<file path="src/rtl/controle_servo_multi_pkg.sv">
// rtl/controle_servo_multi_pkg.sv - shared constants and elaboration helpers for the servo controller
package controle_servo_multi_pkg;

    localparam int PERIODO_PADRAO     = 1000000;
    localparam int LARGURA_MIN_PADRAO = 35000;
    localparam int LARGURA_MAX_PADRAO = 110000;
    localparam int PASSO_PADRAO       = 2000;

    function automatic int largura_contador(input int periodo);
        return $clog2(periodo + 1);
    endfunction

    // Width increment per code step; truncation keeps the top code at or below LARGURA_MAX.
    function automatic int calc_delta(input int lmin, input int lmax, input int pos_w);
        return (lmax - lmin) / ((1 << pos_w) - 1);
    endfunction

endpackage

</file>
<file path="src/rtl/canal_servo.sv">
// rtl/canal_servo.sv - one servo channel: target latch, slew-limited ramp, PWM compare
module canal_servo
    import controle_servo_multi_pkg::*;
#(
    parameter int POS_W       = 3,
    parameter int CNT_W       = largura_contador(PERIODO_PADRAO),
    parameter int LARGURA_MIN = LARGURA_MIN_PADRAO,
    parameter int DELTA       = calc_delta(LARGURA_MIN_PADRAO, LARGURA_MAX_PADRAO, 3),
    parameter int PASSO       = PASSO_PADRAO
) (
    input  logic             clock,
    input  logic             reset,
    input  logic             habilita,
    input  logic             carrega,
    input  logic             fim_periodo,
    input  logic [POS_W-1:0] codigo,
    input  logic [CNT_W-1:0] contador,
    output logic             controle,
    output logic [POS_W-1:0] alvo_codigo,
    output logic             pronto
);

    localparam logic [CNT_W-1:0] PASSO_W = CNT_W'(PASSO);
    localparam logic [CNT_W-1:0] MIN_W   = CNT_W'(LARGURA_MIN);
    localparam logic [CNT_W-1:0] DELTA_W = CNT_W'(DELTA);

    logic [CNT_W-1:0] alvo;
    logic [CNT_W-1:0] atual;
    logic [CNT_W-1:0] proximo;

    assign alvo   = MIN_W + CNT_W'(alvo_codigo) * DELTA_W;
    assign pronto = (atual == alvo);

    // Move by at most PASSO; land exactly on the target so a redirect never overshoots.
    always_comb begin
        proximo = alvo;
        if (alvo > atual && (alvo - atual) > PASSO_W)
            proximo = atual + PASSO_W;
        else if (atual > alvo && (atual - alvo) > PASSO_W)
            proximo = atual - PASSO_W;
    end

    always_ff @(posedge clock or negedge reset) begin
        if (!reset) begin
            alvo_codigo <= '0;
            atual       <= MIN_W;
            controle    <= 1'b0;
        end else begin
            if (carrega)
                alvo_codigo <= codigo;
            if (fim_periodo)
                atual <= proximo;
            controle <= habilita && (contador < atual);
        end
    end

endmodule

</file>
<file path="src/rtl/controle_servo_multi.sv">
// rtl/controle_servo_multi.sv - multi-channel servo PWM with shared period counter
module controle_servo_multi
    import controle_servo_multi_pkg::*;
#(
    parameter int N_CANAIS    = 2,
    parameter int POS_W       = 3,
    parameter int PERIODO     = PERIODO_PADRAO,
    parameter int LARGURA_MIN = LARGURA_MIN_PADRAO,
    parameter int LARGURA_MAX = LARGURA_MAX_PADRAO,
    parameter int PASSO       = PASSO_PADRAO
) (
    input  logic                      clock,
    input  logic                      reset,
    input  logic                      habilita,
    input  logic                      carrega,
    input  logic [N_CANAIS*POS_W-1:0] posicao,
    output logic [N_CANAIS-1:0]       controle,
    output logic                      pronto,
    output logic [N_CANAIS*POS_W-1:0] db_posicao,
    output logic                      db_reset
);

    localparam int CNT_W = largura_contador(PERIODO);
    localparam int DELTA = calc_delta(LARGURA_MIN, LARGURA_MAX, POS_W);
    localparam logic [CNT_W-1:0] ULTIMO = CNT_W'(PERIODO - 1);

    logic [CNT_W-1:0]    contador;
    logic                fim_periodo;
    logic [N_CANAIS-1:0] pronto_canal;

    assign fim_periodo = habilita && (contador == ULTIMO);
    assign pronto      = &pronto_canal;
    assign db_reset    = reset;

    always_ff @(posedge clock or negedge reset) begin
        if (!reset)
            contador <= '0;
        else if (!habilita || contador == ULTIMO)
            contador <= '0;
        else
            contador <= contador + 1'b1;
    end

    for (genvar i = 0; i < N_CANAIS; i++) begin : g_canal
        canal_servo #(
            .POS_W      (POS_W),
            .CNT_W      (CNT_W),
            .LARGURA_MIN(LARGURA_MIN),
            .DELTA      (DELTA),
            .PASSO      (PASSO)
        ) u_canal (
            .clock      (clock),
            .reset      (reset),
            .habilita   (habilita),
            .carrega    (carrega),
            .fim_periodo(fim_periodo),
            .codigo     (posicao[i*POS_W +: POS_W]),
            .contador   (contador),
            .controle   (controle[i]),
            .alvo_codigo(db_posicao[i*POS_W +: POS_W]),
            .pronto     (pronto_canal[i])
        );
    end

endmodule

</file>
<file path="config.mk">
export PLATFORM = sky130hd
export DESIGN_NAME = controle_servo_multi
export DESIGN_NICKNAME = d
export VERILOG_FILES = /design/src/rtl/controle_servo_multi_pkg.sv /design/src/rtl/canal_servo.sv /design/src/rtl/controle_servo_multi.sv
export SDC_FILE = /design/constraint.sdc
export NUM_CORES = 1
export LEC_CHECK = 0
export CAP_MARGIN = 20
export CELL_PAD_IN_SITES_DETAIL_PLACEMENT = 1
export CELL_PAD_IN_SITES_GLOBAL_PLACEMENT = 1
export CORE_MARGIN = 1
export CORE_UTILIZATION = 50
export CTS_CLUSTER_SIZE = 28
export DETAILED_ROUTE_END_ITERATION = 10
export GPL_TIMING_DRIVEN = 0
export PLACE_DENSITY = 0.89
export SYNTH_ARGS = -nofsm -noshare
export SYNTH_HDL_FRONTEND = slang
export SYNTH_HIERARCHICAL = 1
export SYNTH_SLANG_ARGS = --single-unit
</file>
<file path="constraint.sdc">
create_clock -name clock -period 10.88 [get_ports clock]
set_input_delay 1.632 -clock clock [delete_from_list [all_inputs] [get_ports clock]]
set_output_delay 1.632 -clock clock [all_outputs]
set_load 0.01 [all_outputs]
</file>
==> flow_metrics.tcl, run 1 <==
set metrics [dict create \
    required_ps 9250 \
    drt-initial-drc-count 871 \
    core_region_area_mm2 0.02196 \
    synth_area_mm2 0.01125 \
    slowest_stage "dfrtp_1" \
    cts_hold_buffers 0 \
    wl_per_cell_um 22.03 \
    die_y_um 152.0 \
    layout_min_cycle_time_ps 9015 \
    synth_ff_type "dfrtp_1" \
    final_net_count 1668 \
    cp_num_cells 23 \
    htreeDepth 3 \
    fmax_ghz 0.1109 \
    ctsResizeCount 0 \
    internal-power_uw 977.8 \
    fp.dieArea_mm2 0.02311 \
    io_pins 20 \
    synth_area_leaders "ha_1 (13%), dfrtp_1 (12%), xnor2_1 (5.7%)" \
    reg2reg_depth 30 \
    grt-ovfl-total 0 \
    first_global_vias 12390 \
    clk_pin_slew_ps 60 \
    antenna_found_initial 0 \
    final.setup.tns_ps 0 \
    power.share.combinational_pct 72.3 \
    ys_ff_latch 66 \
    diodes 0 \
    power_leakage_uw 0.005004 \
    vias_per_cell 6.656 \
    cp_common_cell "inv_1" \
    min_period_over_period_pct 82.86 \
    p_switching_uw 1098 \
    syn_inst 1496 \
    clockPowerShare_pct 14.8 \
    start_util_pct 51.25 \
    hold_depth 1 \
    setup_viol 0 \
    critPathKind "reg -> out" \
    worstPathArrival_ps 7380 \
    path_buf_inv 7 \
    place_ws_ps 2398 \
    detail-route-antenna-nets 0 \
    drcViolationCount 0 \
    synth_edf_count 0 \
    hold_class "reg -> reg" \
    crit_family "simple AND/OR/NAND/NOR gates" \
    power_uw 2076 \
    rows 54 \
    cts_buffers 9 \
    track_usage_pct 34.69 \
    dp_hpwl_um 31530 \
    cp_cell_sequence "inv_1 > ha_1 > inv_1 > ha_1 > inv_1 > fa_1 > nor2b_1 > nor2_1 > a22o_1 > nor3_1 > a21oi_1 > or3_1 > nand2_1 > inv_1 > ha_1 > clkbuf_1 > nand3_1 > nor2_1 > nand2_1 > nand4b_1 > inv_1 > and2_1 > clkdlybuf4s50_1" \
    rsz0062_at_grt "no" \
    synth_nets 1637 \
    synth_top_area_share_pct 13.45 \
    hold_viol 0 \
    critPathMaxFanout 12 \
    ys_seq_area_share_pct 14.81 \
    drv_cap 0 \
    yosys_warnings 6 \
    postCtsSetupRepairBufs 0 \
    fp.dieW_um 152.0 \
    firstDrtPassIters 5 \
    clock_tree.buffer_depth 2 \
    p_seq_share_pct 12.9 \
    clkSinkCount 66 \
    tightestPinTransition_ps 1020 \
    gp_congestion 0.9392 \
    num_vias 12060 \
    finClkSkew_ps 13.74 \
    final_core_util_pct 55.17 \
    cts_tree "built" \
    drv_slew 0 \
    end_kind "output pin" \
    routed_wirelength_um 39920 \
    clk_latency_ps 350 \
    powerDensity_mw_per_mm2 171.4 \
    cts_root_buf "clkbuf_16" \
    grt_pass1_wl_um 65230 \
    slew_headroom_pct 31.40 \
    io_buffers 19 \
    syn_area_per_cell_um2 7.523 \
    p_sw_share_pct 52.90 \
    slowest_delay_ps 690 \
    grt_max_degree 38 \
    synth.distinct_cells 105 \
    area_delta_synth_final_pct 7.649 \
    setup_ws_ps 1865 \
    async_reset_ff_share_pct 100.0 \
    ir_drop_mv 0.09896 \
    startpoint_type "register" \
    yosysTopAreaCell "ha_1" \
    status "finished, final reports clean" \
    drive_above_1_share_pct 6.462 \
]
final timing paths:
path	startpoint	to	slack [ps]
min in group asynchronous	reset	g_canal[0].u_canal/atual[8]$_DFFE_PN0P_	1260
worst min register to register	contador[0]$_DFF_PN0_	contador[0]$_DFF_PN0_	500
worst max-delay path	g_canal[1].u_canal/alvo_codigo[1]$_DFFE_PN0P_	pronto	1860
worst max register to register	g_canal[1].u_canal/alvo_codigo[1]$_DFFE_PN0P_	g_canal[1].u_canal/atual[10]$_DFFE_PN0P_	2440
max in group asynchronous	reset	g_canal[1].u_canal/atual[15]$_DFFE_PN1P_	8970
worst min-delay path	contador[0]$_DFF_PN0_	contador[0]$_DFF_PN0_	500
power by group through the flow:
| stage | Sequential (µW) | Clock, µW | Combinational [µW] |
|---|---|---|---|
| 2_1_floorplan | 268 | 0 | 1100 |
| 3_3_place_gp | 272 | 0 | 1400 |
| 3_5_place_dp | 272 | 0 | 1460 |
| 4_1_cts | 268 | 311 | 1470 |
| 5_1_grt | 269 | 319 | 1630 |
| 6_report | 268 | 307 | 1500 |
stage by stage:
step                area, µm²  hold WS [ps]  cells
detailed placement      11810         496.9   1796
global route            12120         537.8   1812
floorplan               11250         454.6   1496
global placement        11800         476.5   1795
finish                  12120         504.1   1812
CTS                     12120         507.1   1812
cells by family (layout without fill, tap and decap cells):
| kind of cell | after synthesis | in the layout | share of synthesized area (%) |
|---|---|---|---|
| buf+inv | 185 | 221 | 6.648 |
| compound gates | 477 | 477 | 29.46 |
| simple gates | 517 | 517 | 23.99 |
| flops | 66 | 66 | 14.81 |
| mux | 21 | 21 | 1.890 |
| xor+xnor | 99 | 99 | 7.971 |
| fa+ha+maj | 131 | 131 | 15.23 |
final cells by class:
type	count	area, µm²
plain buffers	75	335.3
clock buffers	9	225.2
clock inverters	7	77.57
fillers	2832	9843
inverters	110	412.9
multi-input cells	1245	8840
flip-flops and latches	66	1667
well taps	280	350.3
repair buffers	20	207.7
routing by layer:
| metal | share of wire [%] | global-route usage, % | vias up |
|---|---|---|---|
| li1 | - | - | 5592 |
| met1 | 43 | 43.71 | 5935 |
| met5 | 0 | 0 | - |
| met4 | 4.2 | 15.45 | 0 |
| met3 | 5.0 | 3.651 | 112 |
| met2 | 48 | 59.92 | 422 |
sequential cells by signal, indices dropped and copies added, names as in the netlist:
| register | flops |
|---|---|
| g_canal.u_canal/controle | 2 |
| g_canal.u_canal/alvo_codigo | 6 |
| contador | 20 |
| g_canal.u_canal/atual | 38 |
cell usage after synthesis, types with 11 or more instances:
library cell and instances:
nand4_1 24, nor4_1 25, mux2i_1 19, o211ai_1 15
o31ai_1 13, o221ai_1 12, ha_1 121, o21a_1 22
a31oi_1 18, dfstp_2 12, a21o_1 32, o21ai_0 76
or3_1 11, o21ai_1 29, a211oi_1 17, clkbuf_1 59
nand3_1 48, nor2_1 108, and3_1 19, nand2_1 115
a21oi_1 109, xor2_1 22, dfrtp_1 54, nand2b_1 25
inv_1 109, xnor2_1 73, nor3_1 47, and2_1 16
nor2b_1 16
cells in the final DEF, fill, tap and decap left out, types with 48 or more instances in the layout:
cell type and count:
a21oi_1 109, nand3_1 48, nand2_1 115, dfrtp_1 54
inv_1 109, ha_1 121, xnor2_1 73, clkbuf_1 59
nor2_1 108, o21ai_0 76
worst register-to-register path, delay by kind of cell, from the launching register on:
| kind | cells | cell delay [ps] |
|---|---|---|
| buf+inv | 7 | 1870 |
| flops | 1 | 690 |
| simple gates | 12 | 2780 |
| compound gates | 6 | 1400 |
| xor+xnor | 1 | 80 |
| fa+ha+maj | 4 | 1470 |
Power figures use the tool's default switching activity.
==> run 2: changes to the inputs <==
- CORE_UTILIZATION: 50 -> 49
- PLACE_DENSITY: 0.89 -> 0.87
- clock period: 10.88 -> 9.1 ns (I/O delays scaled with it)
==> run 2 against run 1 <==
Flip-flop and latch count unchanged; clock power grew 30%; first-iteration DRC count is 4.7% lower; global-route usage decreased by 0.30 points; combinational power grew 20%; critical endpoint unchanged; largest cell class unchanged.
==> flow_metrics.tcl, run 2 (same netlist as run 1, synthesis figures left out) <==
set metrics [dict create \
    startpoint_type "register" \
    power.share.combinational_pct 71.5 \
    drv_slew 0 \
    cp_common_cell "inv_1" \
    status "finished, final reports clean" \
    hold_class "reg -> reg" \
    clk_pin_slew_ps 60 \
    area_delta_synth_final_pct 8.049 \
    clkSinkCount 66 \
    layout_min_cycle_time_ps 8609 \
    final.setup.tns_ps 0 \
    die_y_um 153.6 \
    critPathKind "reg -> out" \
    r2r-start "g_canal[1].u_canal/alvo_codigo[1]$_DFFE_PN0P_" \
    slowest_stage "dfrtp_1" \
    wl_per_cell_um 22.17 \
    power_leakage_uw 0.005025 \
    final_common_cell "ha_1" \
    fp.dieArea_mm2 0.02358 \
    tightestPinTransition_ps 870.4 \
    hold_viol 0 \
    crit_family "simple AND/OR/NAND/NOR gates" \
    finalNonFillerCells 1818 \
    finClkSkew_ps 12.20 \
    grt_max_degree 63 \
    internal-power_uw 1202 \
    htreeDepth 3 \
    fillers 2899 \
    slowest_delay_ps 680 \
    cp_cell_sequence "inv_1 > ha_1 > inv_1 > ha_1 > inv_1 > fa_1 > nor2b_1 > nor2_1 > a22o_1 > nor3_1 > a21oi_1 > or3_1 > nand2_1 > inv_1 > ha_1 > clkbuf_1 > nand3_1 > nor2_1 > nand2_1 > nand4b_1 > inv_1 > and2_1 > clkdlybuf4s50_1" \
    grt-ovfl-total 0 \
    top_regs "g_canal.u_canal/atual x38, contador x20, g_canal.u_canal/alvo_codigo x6" \
    io_buffers 19 \
    postCtsSetupRepairBufs 0 \
    fmax_ghz 0.1162 \
    core_region_area_mm2 0.02257 \
    ir_drop_mv 0.1212 \
    rows 55 \
    setup_ws_ps 491.0 \
    reg2reg_depth 30 \
    diodes 0 \
    power_uw 2522 \
    powerDensity_mw_per_mm2 207.4 \
    fp.dieW_um 153.6 \
    clock_tree.buffer_depth 2 \
    cts_hold_buffers 0 \
    vias_per_cell 6.636 \
    gp_congestion 0.9509 \
    critPathMaxFanout 12 \
    p_switching_uw 1320 \
    drv_cap 0 \
    drt-initial-drc-count 830 \
    ff2ff_setup_slack_ps 720 \
    worstPathArrival_ps 7240 \
    drcViolationCount 0 \
    drive_above_1_share_pct 6.523 \
    top_register "g_canal.u_canal/atual" \
    firstDrtPassIters 5 \
    antenna_found_initial 0 \
    cts_tree "built" \
    dp_hpwl_um 31390 \
    p_sw_share_pct 52.33 \
    first_global_vias 12200 \
    hold_depth 1 \
    clockPowerShare_pct 15.9 \
    track_usage_pct 34.39 \
    most-common-layout-cells "ha_1 (121), nand2_1 (115), inv_1 (109), a21oi_1 (109), nor2_1 (108)" \
    hold-path-endpoint "contador[0]$_DFF_PN0_" \
    slew_headroom_pct 40.47 \
    placed_cell_area_mm2 0.01183 \
    cts_buffers 9 \
    ctsResizeCount 0 \
    r2r_end "g_canal[1].u_canal/atual[8]$_DFFE_PN0P_" \
    end_kind "output pin" \
    clk_latency_ps 350 \
    setup_viol 0 \
    final_net_count 1669 \
    routed_wirelength_um 40310 \
    io_pins 20 \
    largest_reg_flops 38 \
    hold_start "contador[0]$_DFF_PN0_" \
    start_util_pct 49.86 \
    detail-route-antenna-nets 0 \
    place_ws_ps 1052 \
    path_buf_inv 7 \
    cts_root_buf "clkbuf_16" \
    required_ps 7740 \
    grt_pass1_wl_um 65310 \
    p_seq_share_pct 12.7 \
    final_area_mm2 0.01216 \
    min_period_over_period_pct 94.60 \
    rsz0062_at_grt "no" \
    num_vias 12060 \
    numPlacedInstances 1801 \
]
run 2: per-stage QoR:
| stage | hold WS [ps] | util (%) |
|---|---|---|
| global route | 543.1 | 53.87 |
| floorplan | 454.6 | - |
| CTS | 512.2 | 53.85 |
| finish | 513.8 | 53.87 |
| global placement | 478.4 | 52.28 |
| detailed placement | 503.8 | 52.39 |
run 2: how the worst max path moves through the flow:
stage | startpoint | endpoint | slack, ps | cells past startpoint
5_1_grt | g_canal[1].u_canal/alvo_codigo[1]$_DFFE_PN0P_ | pronto | 60 | 23
6_report | g_canal[1].u_canal/alvo_codigo[1]$_DFFE_PN0P_ | pronto | 490 | 23
4_1_cts | g_canal[1].u_canal/alvo_codigo[1]$_DFFE_PN0P_ | pronto | 620 | 23
3_3_place_gp | g_canal[1].u_canal/alvo_codigo[1]$_DFFE_PN0P_ | pronto | 1210 | 23
3_5_place_dp | g_canal[1].u_canal/alvo_codigo[1]$_DFFE_PN0P_ | pronto | 1050 | 23
2_1_floorplan | g_canal[1].u_canal/alvo_codigo[1]$_DFFE_PN0P_ | g_canal[1].u_canal/atual[7]$_DFFE_PN1P_ | 2690 | 27
run 2: power groups by stage:
stage	clock network [µW]	logic, µW	registers (µW)
2_1_floorplan	0	1310	320
3_3_place_gp	0	1680	324
3_5_place_dp	0	1740	325
4_1_cts	404	1760	320
5_1_grt	411	1970	321
6_report	400	1800	320
run 2: routing by layer:
metal	vias up	track usage, %	part of all wire, %
met1	5964	46.09	44
li1	5575	-	-
met4	0	11.81	2.9
met3	86	4.848	5.9
met2	439	56.47	47
met5	-	0.4141	0
run 2: final cells by class:
class	count	area, µm²	share of cell area, %
multi-input cells	1245	8840	72.69
flip-flops and latches	66	1667	13.71
inverters	110	412.9	3.395
well taps	285	356.6	2.932
plain buffers	75	335.3	2.757
clock buffers	10	239.0	1.965
repair buffers	21	220.2	1.811
clock inverters	6	90.09	0.7408
